==> src/rtl/mem_byte_ctrl.sv <==
//============================================================================
// Module  : mem_byte_ctrl
// Brief   : Sequences 16-bit load/store requests onto a byte-wide
//           synchronous memory, one or two byte accesses per request.
// Revision: 1.0
//============================================================================
`default_nettype none

module mem_byte_ctrl #(
    parameter int ADDR_W = 16
) (
    input  logic              clk,
    input  logic              reset,
    input  logic              start,
    input  logic [1:0]        op,
    input  logic [ADDR_W-1:0] addr,
    input  logic [15:0]       wdata,
    output logic              busy,
    output logic              done,
    output logic [15:0]       rdata,
    output logic              misalign,
    output logic              mem_en,
    output logic              mem_we,
    output logic [ADDR_W-1:0] mem_addr,
    output logic [7:0]        mem_wdata,
    input  logic [7:0]        mem_rdata
);

    typedef enum logic [2:0] {
        IDLE   = 3'd0,
        RD_LO  = 3'd1,
        RD_HI  = 3'd2,
        CAP_LO = 3'd3,
        CAP_HI = 3'd4,
        WR_LO  = 3'd5,
        WR_HI  = 3'd6,
        FIN    = 3'd7
    } state_t;

    state_t            r_state;
    state_t            w_next;
    logic [1:0]        r_op;
    logic [ADDR_W-1:0] r_addr;
    logic [15:0]       r_wdata;
    logic [7:0]        r_lo;
    logic [15:0]       r_rdata;
    logic              r_mis;
    logic [ADDR_W-1:0] w_addr_hi;

    // op[0] selects word width, op[1] selects store
    wire w_start_mis = op[0] & addr[0];

    assign w_addr_hi = {r_addr[ADDR_W-1:1], 1'b1};

    always_ff @(posedge clk) begin
        if (reset) begin
            r_state <= IDLE;
        end else begin
            r_state <= w_next;
        end
    end

    always_comb begin
        w_next = r_state;
        case (r_state)
            IDLE: begin
                if (start) begin
                    if (w_start_mis)
                        w_next = FIN;
                    else if (op[1])
                        w_next = WR_LO;
                    else
                        w_next = RD_LO;
                end
            end
            RD_LO:   w_next = r_op[0] ? RD_HI : CAP_LO;
            RD_HI:   w_next = CAP_HI;
            CAP_LO:  w_next = FIN;
            CAP_HI:  w_next = FIN;
            WR_LO:   w_next = r_op[0] ? WR_HI : FIN;
            WR_HI:   w_next = FIN;
            FIN:     w_next = IDLE;
            default: w_next = IDLE;
        endcase
    end

    always_ff @(posedge clk) begin
        if (reset) begin
            r_op    <= 2'b00;
            r_addr  <= '0;
            r_wdata <= 16'h0000;
            r_lo    <= 8'h00;
            r_rdata <= 16'h0000;
            r_mis   <= 1'b0;
        end else begin
            case (r_state)
                IDLE: begin
                    if (start) begin
                        r_op    <= op;
                        r_addr  <= addr;
                        r_wdata <= wdata;
                        r_mis   <= w_start_mis;
                    end
                end
                // First read byte arrives while the high byte is being addressed
                RD_HI:  r_lo    <= mem_rdata;
                CAP_LO: r_rdata <= {8'h00, mem_rdata};
                CAP_HI: r_rdata <= {mem_rdata, r_lo};
                default: ;
            endcase
        end
    end

    always_comb begin
        busy      = (r_state != IDLE);
        done      = 1'b0;
        misalign  = 1'b0;
        mem_en    = 1'b0;
        mem_we    = 1'b0;
        mem_addr  = '0;
        mem_wdata = 8'h00;
        case (r_state)
            RD_LO: begin
                mem_en   = 1'b1;
                mem_addr = r_addr;
            end
            RD_HI: begin
                mem_en   = 1'b1;
                mem_addr = w_addr_hi;
            end
            WR_LO: begin
                mem_en    = 1'b1;
                mem_we    = 1'b1;
                mem_addr  = r_addr;
                mem_wdata = r_wdata[7:0];
            end
            WR_HI: begin
                mem_en    = 1'b1;
                mem_we    = 1'b1;
                mem_addr  = w_addr_hi;
                mem_wdata = r_wdata[15:8];
            end
            FIN: begin
                done     = 1'b1;
                misalign = r_mis;
            end
            default: ;
        endcase
    end

    assign rdata = r_rdata;

endmodule

`default_nettype wire

==> config.mk <==
export PLATFORM = sky130hd
export DESIGN_NAME = mem_byte_ctrl
export DESIGN_NICKNAME = d
export VERILOG_FILES = /design/src/rtl/mem_byte_ctrl.sv
export SDC_FILE = /design/constraint.sdc
export NUM_CORES = 1
export LEC_CHECK = 0
export ABC_AREA = 1
export BUFFER_PORTS_ARGS = -buffer_cell sky130_fd_sc_hd__buf_2
export CAP_MARGIN = 20
export CORE_MARGIN = 2
export CORE_UTILIZATION = 25
export DETAILED_ROUTE_END_ITERATION = 16
export GPL_ROUTABILITY_DRIVEN = 0
export HOLD_SLACK_MARGIN = 0.06
export PLACE_DENSITY = 0.52
export REMOVE_ABC_BUFFERS = 1
export SLEW_MARGIN = 20
export SYNTH_ARGS = -nofsm -noshare
export SYNTH_HDL_FRONTEND = slang
export SYNTH_SLANG_ARGS = --single-unit
==> constraint.sdc <==
create_clock -name clk -period 3.5 [get_ports clk]
set_input_delay 0.35 -clock clk [delete_from_list [all_inputs] [get_ports clk]]
set_output_delay 0.35 -clock clk [all_outputs]
set_load 0.02 [all_outputs]
==> impl_metrics.yaml, run 1 <==
run_status:
  status: "completed"
setup_path:
  path_cells: "nand2_1 > inv_1 > nand2_1 > o22ai_1 > buf_2"
  cp_top_family: "flip-flops"
  cp.arrival_ns: 1.87
  slowest_stage: "dfxtp_1"
  setup.worst_path.start_class: "register"
  startpoint: "r_state[0]$_SDFFE_PP0P_"
  worstSetupPathType: "register to output pin"
  worstPathMaxFanout: 9
  worstSetupEndpointType: "output pin"
  critical_path_depth: 5
  crit_required_ns: 3.15
  r2r.worst_path.cells: 4
  endpoint: "mem_wdata[2]"
  critical_path_buf_inv_count: 2
  rrSetupSlack_ns: 1.60
  crit_path_max_incr_delay_ns: 0.59
  rr_startpoint: "r_state[2]$_SDFFE_PP0P_"
  cp_common_cell: "nand2_1"
  r2r-end: "r_wdata[10]$_SDFFE_PP0P_"
grt:
  grt_overflow: 0
  grt_pass1_vias: 2087
  grt_pass1_wl_um: 9950
  grtUsageTotal: 0.113
  antenna_found_initial: 0
  grt_max_degree: 67
power_and_ir_drop:
  total_power_mw: 2.53
  p_leak_nw: 1.47
  power_switching_mw: 1.07
  p_comb_frac: 0.387
  p_sw_frac: 0.422
  intPower_mw: 1.46
  clkPwrFrac: 0.220
  powerDensity_nw_per_um2: 779
  peakVddDrop_mv: 0.211
  p_seq_frac: 0.394
timing:
  fin_crit_sh: 0.635
  hold_viol: 0
  fin_tns_setup_ns: 0
  tightestPinTransition_ns: 0.971
  rsz0062_at_grt: "false"
  slew_headroom: 0.352
  fin_crit_ns: 2.22
  skew_ns: 0.00784
  timing.fmax_mhz: 450
  drv_slew: 0
  setup_viol: 0
  hold_slack_ns: 0.276
routing:
  vias_per_cell: 4.16
  dr.pass1.iters: 4
  vias: 2340
  wire_per_inst_um: 11.3
  drc: 0
  wirelength_um: 6350
  antenna_left: 0
  drt_iter0_drc: 113
clock_network:
  clkSlewWorstSetupHoldPaths_ns: 0.07
  root_buffer: "clkbuf_8"
  cts_sinks: 61
  cts-buffers-inserted: 9
  insertion_delay_ns: 0.33
  cts_resized: 0
  cts_tree: "built"
  holdBufCountCts: 0
  htree_num_levels: 3
  cts_setup_buffers: 0
  clockBufferDepth: 2
synth:
  synth_compound_area_frac: 0.222
  syn_area_per_cell_um2: 7.60
  synth_top_cell_area_share: 0.471
  synth-xor-area-share: 0
  yosysSeqAreaShare: 0.471
  yosys_register_bits: 61
  synth_warnings: 0
  synth_simple_gate_area_frac: 0.167
  synth_top_family_by_area: "compound AO/OA/AOI/OAI gates"
  synthMuxAreaShare: 0
  synthTopCellsByArea: "dfxtp_1 47%, a21oi_1 12%, o21ai_0 8.1%"
  syn_inst: 341
  yosysTopAreaCell: "dfxtp_1"
  synthAdderAreaFrac: 0
  synth_area_um2: 2590
  yosysUniqueCellTypes: 23
floorplan:
  die_h_um: 106
  die_area_um2: 11200
  die_w_um: 106
  coreArea_um2: 10200
  start_util: 0.255
  ios: 90
  rows: 37
final_layout:
  antenna_cells: 0
  final_area_um2: 3250
  syn_to_final_growth_pct: 25.3
  drive_above_1_share: 0.276
  nets: 467
flow_run:
  cap_viol_max_count: 0
worst_hold_path:
  min_delay_path_depth: 3
  min_path_type: "input pin to register"
place:
  place_hpwl_um: 4360
  port_buffers: 89
  postPlaceCellArea_um2: 3070
## cells by family after synthesis
group,Yosys count
AOI/OAI and AO/OA,112
buffers and inverters,77
DFF,61
and+or+nand+nor,91
## power by group through the flow
stage | combinational, mW | clock [mW] | sequential [mW]
after floorplan | 0.654 | 0 | 1.04
after global placement | 0.977 | 0 | 1.01
after CTS | 0.995 | 0.582 | 0.999
final | 0.979 | 0.556 | 0.997
after detailed placement | 0.992 | 0 | 1.01
after global routing | 1.10 | 0.607 | 1.02
## Yosys cell counts
cell,count
dfxtp_1,61
a21oi_1,60
inv_1,55
nand2_1,44
o21ai_0,42
nor2_1,21
nand3_1,17
o22ai_1,8
buf_6,6
clkbuf_1,6
buf_4,3
nand2_4,3
clkbuf_2,2
inv_2,2
nand3_2,2
nor2_4,2
a21oi_2,1
buf_2,1
buf_8,1
inv_4,1
nand2_2,1
nor2_8,1
o21bai_1,1
## how the worst min path moves through the flow
stage | startpoint | end | slack (ns)
final | op[0] | r_op[0]$_SDFFE_PP0P_ | 0.28
after global routing | mem_rdata[3] | rdata[11]$_SDFFE_PP0P_ | 0.28
after CTS | op[0] | r_op[0]$_SDFFE_PP0P_ | 0.26
after detailed placement | r_addr[14]$_SDFFE_PP0P_ | r_addr[14]$_SDFFE_PP0P_ | 0.45
after global placement | r_wdata[9]$_SDFFE_PP0P_ | r_wdata[9]$_SDFFE_PP0P_ | 0.44
after floorplan | reset | r_addr[0]$_SDFFE_PP0P_ | 0.42
## final cells by class
class | instances | area (µm²)
sequential | 61 | 1220
clock inverter | 6 | 38.8
timing repair buffer | 89 | 445
multi-input combinational | 203 | 1020
clock buffer | 10 | 138
inverter | 58 | 220
fill | 1145 | 6940
tap | 136 | 170
## flip-flops by register name (all words and copies together), names as in the netlist
register and flops:
r_lo 8, r_wdata 16, r_addr 16, r_state 3, r_op 1, r_mis 1
rdata 16
## per-stage QoR
stage,std cells,setup slack (ns),utilization
2_1_floorplan,322,1.71,-
5_1_grt,563,1.10,0.319
4_1_cts,563,1.18,0.318
6_report,563,1.28,0.319
3_5_place_dp,547,1.18,0.301
3_3_place_gp,547,1.26,0.301
## tightest hold or removal path, stage by stage
cell,delay (ns)
buf_2,0.10
nand2_1,0.06
a21oi_1,0.05
## routing by layer
layer / vias up / part of all wire / global-route usage
met5: - / 0 / 0
met4: 0 / 0.016 / 0.0564
met3: 7 / 0.056 / 0.0402
met2: 56 / 0.43 / 0.168
met1: 1019 / 0.50 / 0.145
li1: 1258 / - / -
## layout by cell type (no fill, tap or decap), drive strengths merged
master,n
buf,89
dfxtp,61
a21oi,61
inv,58
nand2,48
o21ai,42
nor2,24
nand3,19
clkbuf,10
o22ai,8
clkinv,4
clkinvlp,2
o21bai,1
Power figures use the tool's default switching activity.
==> run 2: changes to the inputs <==
--- a/config.mk
+++ b/config.mk
@@ -5,7 +5,7 @@
 export SDC_FILE = /design/constraint.sdc
 export NUM_CORES = 1
 export LEC_CHECK = 0
-export ABC_AREA = 1
+export ABC_AREA = 0
 export BUFFER_PORTS_ARGS = -buffer_cell sky130_fd_sc_hd__buf_2
 export CAP_MARGIN = 20
 export CORE_MARGIN = 2
@@ -13,7 +13,7 @@
 export DETAILED_ROUTE_END_ITERATION = 16
 export GPL_ROUTABILITY_DRIVEN = 0
 export HOLD_SLACK_MARGIN = 0.06
-export PLACE_DENSITY = 0.52
+export PLACE_DENSITY = 0.51
 export REMOVE_ABC_BUFFERS = 1
 export SLEW_MARGIN = 20
 export SYNTH_ARGS = -nofsm -noshare
==> constraint.sdc (replaced) <==
create_clock -name clk -period 2.3 [get_ports clk]
set_input_delay 0.23 -clock clk [delete_from_list [all_inputs] [get_ports clk]]
set_output_delay 0.23 -clock clk [all_outputs]
set_load 0.02 [all_outputs]
==> impl_metrics.yaml, run 2 <==
run_status:
  status: "completed"
routing:
  vias_per_cell: 4.57
  vias: 2488
  wirelength_um: 7100
  antenna_left: 0
  drt_iter0_drc: 100
  drc: 0
  wire_per_inst_um: 13.0
  dr.pass1.iters: 6
clock_network:
  clkSlewWorstSetupHoldPaths_ns: 0.07
  cts_sinks: 61
  insertion_delay_ns: 0.34
  root_buffer: "clkbuf_8"
  htree_num_levels: 3
  cts-buffers-inserted: 9
  cts_tree: "built"
  clockBufferDepth: 2
  cts_setup_buffers: 0
grt:
  grt_max_degree: 36
  grtUsageTotal: 0.124
  antenna_found_initial: 0
  grt_overflow: 0
  grt_pass1_vias: 2318
  grt_pass1_wl_um: 11400
setup_path:
  crit_path_max_incr_delay_ns: 0.41
  rr_startpoint: "r_state[0]$_SDFFE_PP0P_"
  r2r.worst_path.cells: 5
  setup.worst_path.start_class: "register"
  endpoint: "mem_addr[14]"
  slowest_stage: "or2_2"
  worstSetupPathType: "register to output pin"
  worstPathMaxFanout: 17
  crit_required_ns: 2.07
  cp_top_family: "simple AND/OR/NAND/NOR gates"
  r2r-end: "r_wdata[1]$_SDFFE_PP0P_"
  path_cells: "buf_4 > and2b_1 > or2_2 > and2_1 > buf_2"
  worstSetupEndpointType: "output pin"
  cp.arrival_ns: 1.82
  critical_path_depth: 5
  startpoint: "r_state[1]$_SDFFE_PP0P_"
  critical_path_buf_inv_count: 2
  rrSetupSlack_ns: 0.64
worst_hold_path:
  min_path_type: "input pin to register"
synth:
  synth_warnings: 0
  synth_edf_count: 0
  synth_most_common_cell: "nand2_1"
  synth_commonest_cells: "78 x nand2_1, 61 x dfxtp_1, 42 x a21oi_1"
  synth-xor-area-share: 0
  synthMuxAreaShare: 0.0338
  syn_inst: 320
  syn_area_per_cell_um2: 8.45
  yosysSeqAreaShare: 0.451
  synth_top_family_by_area: "simple AND/OR/NAND/NOR gates"
  yosys_register_bits: 61
  yosysUniqueCellTypes: 37
  synth_ff_type: "dfxtp_1"
  synth_compound_area_frac: 0.168
  synth_top_cell_area_share: 0.451
  ys_async_sr_fraction: 0
  synthAdderAreaFrac: 0
  yosysTopAreaCell: "dfxtp_1"
  synthTopCellsByArea: "dfxtp_1 45%, nand2_1 11%, a21oi_1 7.8%"
  synth_simple_gate_area_frac: 0.276
  synth_area_um2: 2710
flow_run:
  cap_viol_max_count: 0
power_and_ir_drop:
  powerDensity_nw_per_um2: 800
  peakVddDrop_mv: 0.331
  p_leak_nw: 1.44
timing:
  slew_headroom: 0.595
  hold_slack_ns: 0.129
  fin_tns_setup_ns: 0
  fin_crit_sh: 0.893
  hold_viol: 0
  tightestPinTransition_ns: 0.607
  setup_viol: 0
  skew_ns: 0.00984
  drv_slew: 0
  setup_slack_ns: 0.245
  timing.fmax_mhz: 487
  fin_crit_ns: 2.05
  rsz0062_at_grt: "false"
final_layout:
  nets: 448
  instances_no_fill: 544
  syn_to_final_growth_pct: 26.7
  layout_commonest_cell: "buf_2"
  antenna_cells: 0
  final_cell_mix: "89 x buf_2, 78 x nand2_1, 61 x dfxtp_1"
  drive_above_1_share: 0.328
  final_area_um2: 3430
floorplan:
  die_area_um2: 11700
  die_h_um: 108
  ios: 90
  start_util: 0.260
  rows: 37
  coreArea_um2: 10400
  die_w_um: 108
place:
  dpl_worst_slack_ns: 0.205
  dp.cells: 528
  place_hpwl_um: 4880
  port_buffers: 89
  postPlaceCellArea_um2: 3230
-- run 2: how the worst min path moves through the flow --
stage | from | end | cells past startpoint | slack [ns]
finish | addr[3] | r_addr[3]$_SDFFE_PP0P_ | 3 | 0.13
global route | wdata[9] | r_wdata[9]$_SDFFE_PP0P_ | 3 | 0.11
CTS | addr[12] | r_addr[12]$_SDFFE_PP0P_ | 3 | 0.11
detailed placement | r_addr[8]$_SDFFE_PP0P_ | r_addr[8]$_SDFFE_PP0P_ | 2 | 0.45
global placement | r_wdata[4]$_SDFFE_PP0P_ | r_wdata[4]$_SDFFE_PP0P_ | 2 | 0.44
floorplan | reset | r_addr[0]$_SDFFE_PP0P_ | 1 | 0.30
-- run 2: metrics by stage --
stage | power, mW | utilization
finish | 2.74 | 0.329
global route | 2.91 | 0.329
CTS | 2.79 | 0.329
detailed placement | 1.83 | 0.310
global placement | 1.82 | 0.310
floorplan | 1.59 | -
-- run 2: kinds of logic (layout without fill, tap and decap cells) --
kind of cell / Yosys count / count (layout)
compound gates: 71 / 71
buf+inv: 30 / 118
flops: 61 / 61
mux: 9 / 9
simple gates: 149 / 149
-- run 2: power breakdown --
group / leakage [nW] / internal, mW / switching, mW
combinational: 0.844 / 0.237 / 0.365
clock: 0.0964 / 0.527 / 0.412
sequential: 0.498 / 1.15 / 0.0556
-- run 2: tightest hold or removal path: stages --
cell,delay (ns)
buf_2,0.09
nand2_1,0.04
a21oi_1,0.05
-- run 2: per-layer routing --
| layer | global-route usage | up-vias | part of all wire |
|---|---|---|---|
| met5 | 0 | - | 0 |
| met4 | 0.0302 | 0 | 0.0048 |
| met3 | 0.0530 | 4 | 0.079 |
| met2 | 0.192 | 79 | 0.45 |
| met1 | 0.160 | 1146 | 0.46 |
| li1 | - | 1259 | - |
-- run 2: layout make-up --
class,count,area (µm²)
timing repair buffer,100,541
clock inverter,4,47.5
clock buffer,12,145
inverter,2,7.51
fill,1131,6990
sequential,61,1220
tap,136,170
multi-input combinational,229,1300
-- run 2: what timing repair did --
item / 4_1_cts / 5_1_grt
endpoints found under the setup margin: 17 / 16
resized for setup: 1 / 1
hold buffers: 0 / 0
==> run 3: changes to the inputs <==
--- a/config.mk
+++ b/config.mk
@@ -6,14 +6,14 @@
 export NUM_CORES = 1
 export LEC_CHECK = 0
 export ABC_AREA = 0
-export BUFFER_PORTS_ARGS = -buffer_cell sky130_fd_sc_hd__buf_2
 export CAP_MARGIN = 20
 export CORE_MARGIN = 2
 export CORE_UTILIZATION = 25
 export DETAILED_ROUTE_END_ITERATION = 16
+export DONT_BUFFER_PORTS = 1
 export GPL_ROUTABILITY_DRIVEN = 0
 export HOLD_SLACK_MARGIN = 0.06
-export PLACE_DENSITY = 0.51
+export PLACE_DENSITY = 0.44
 export REMOVE_ABC_BUFFERS = 1
 export SLEW_MARGIN = 20
 export SYNTH_ARGS = -nofsm -noshare
==> impl_metrics.yaml, run 3 (same netlist as run 2, synthesis figures left out) <==
timing:
  fin_crit_ns: 2.01
  slew_headroom: 0.605
  drv_slew: 0
  setup_viol: 0
  tightestPinTransition_ns: 0.593
  fin_tns_setup_ns: 0
  skew_ns: 0.00780
  hold_viol: 0
  fin_crit_sh: 0.875
  timing.fmax_mhz: 497
  rsz0062_at_grt: "false"
routing:
  drt_iter0_drc: 71
  antenna_left: 0
  dr.pass1.iters: 4
  wirelength_um: 7520
  vias: 2414
  wire_per_inst_um: 14.8
  vias_per_cell: 4.74
  drc: 0
place:
  place_hpwl_um: 4690
  port_buffers: 0
  dp.cells: 450
final_layout:
  instances_no_fill: 509
  ff_latch_area_um2: 1220
  drive_above_1_share: 0.153
  antenna_cells: 0
  layout_commonest_cell: "nand2_1"
  nets: 413
  multi_input_area_um2: 1290
  fill_cells: 1104
  final_cell_mix: "78 x nand2_1, 61 x dfxtp_1, 42 x a21oi_1, 42 x dlygate4sd3_1, 22 x buf_4"
  syn_to_final_growth_pct: 31.2
grt:
  grt_max_degree: 62
  grt_pass1_wl_um: 11900
  grtUsageTotal: 0.132
  grt_overflow: 0
  antenna_found_initial: 0
  grt_pass1_vias: 2328
setup_path:
  worstSetupEndpointType: "register"
  slowest_stage: "or3b_2"
  crit_path_max_incr_delay_ns: 0.63
  rr_startpoint: "r_state[0]$_SDFFE_PP0P_"
  cp_top_family: "simple AND/OR/NAND/NOR gates"
  cp.arrival_ns: 2.24
  startpoint: "r_state[0]$_SDFFE_PP0P_"
  crit_required_ns: 2.53
  worstSetupPathType: "register to register"
  critical_path_buf_inv_count: 2
  worstPathMaxFanout: 15
  setup.worst_path.start_class: "register"
  path_cells: "buf_4 > or3b_2 > nand3_1 > a21oi_1 > dlygate4sd3_1"
clock_network:
  clkSlewWorstSetupHoldPaths_ns: 0.07
  root_buffer: "clkbuf_8"
  clockBufferDepth: 2
  cts_sinks: 61
  cts_resized: 0
  cts-buffers-inserted: 9
  holdBufCountCts: 43
  htree_num_levels: 3
  cts_tree: "built"
  cts_setup_buffers: 0
  insertion_delay_ns: 0.33
floorplan:
  die_h_um: 108
  die_w_um: 108
  die_area_um2: 11700
  start_util: 0.260
  coreArea_um2: 10400
  rows: 37
  ios: 90
worst_hold_path:
  hold_start: "op[0]"
  min_path_type: "input pin to register"
power_and_ir_drop:
  peakVddDrop_mv: 0.354
  p_leak_nw: 1.30
  powerDensity_nw_per_um2: 828
run_status:
  status: "completed"
flow_run:
  cap_viol_max_count: 0
[run 3: cell count changes in the layout (fill, tap and decap cells not counted), moves of 2 or more]
cell	delta
buf_2	-89
dlygate4sd3_1	+42
buf_4	+12
clkbuf_8	+3
clkbuf_1	-2
[run 3: final cells by class]
class | instances | share of cell area
clock buffer | 13 | 0.0504
clock inverter | 3 | 0.0183
multi-input combinational | 229 | 0.364
sequential | 61 | 0.344
inverter | 2 | 0.00211
timing repair buffer | 65 | 0.173
tap | 136 | 0.0479
[run 3: routing by layer]
metal  vias to the layer above  wire, µm  track usage
li1                       1191         -            -
met4                         0        58       0.0449
met5                         -         0            0
met3                         6       570       0.0579
met1                      1142      3370        0.157
met2                        75      3530        0.212
[run 3: worst register-to-register path, delay by kind of cell (launching register included)]
kind	cells	cell delay (ns)
AOI/OAI and AO/OA	1	0.08
DFF	1	0.32
buffers and inverters	2	0.75
and+or+nand+nor	2	0.77
[run 3: metrics by stage]
stage,cell area [µm²],hold WS (ns),setup WS [ns],power [mW],utilization
final,3550,0.0830,0.286,2.94,0.341
after global routing,3550,0.0865,0.202,3.11,0.341
after CTS,3550,0.0645,0.292,3.00,0.341
after detailed placement,2860,0.310,0.739,1.74,0.274
after global placement,2860,0.307,0.774,1.73,0.274
after floorplan,2520,0.299,0.294,1.59,-
[run 3: path summary, 6_finish.rpt]
check / slack [ns] / end / depth (start not counted)
worst min-delay path: 0.08 / r_state[1]$_SDFFE_PP0P_ / 2
worst max-delay path: 0.29 / rdata[12]$_SDFFE_PP0P_ / 5
worst min register to register: 0.45 / r_addr[7]$_SDFFE_PP0P_ / 2
worst max register to register: 0.29 / rdata[12]$_SDFFE_PP0P_ / 5
[run 3: power breakdown]
part           leakage [nW]  switching, mW  internal [mW]
clock network         0.126          0.415          0.727
logic                 0.674          0.315          0.235
registers             0.498          0.102           1.15
total                  1.30          0.832           2.11
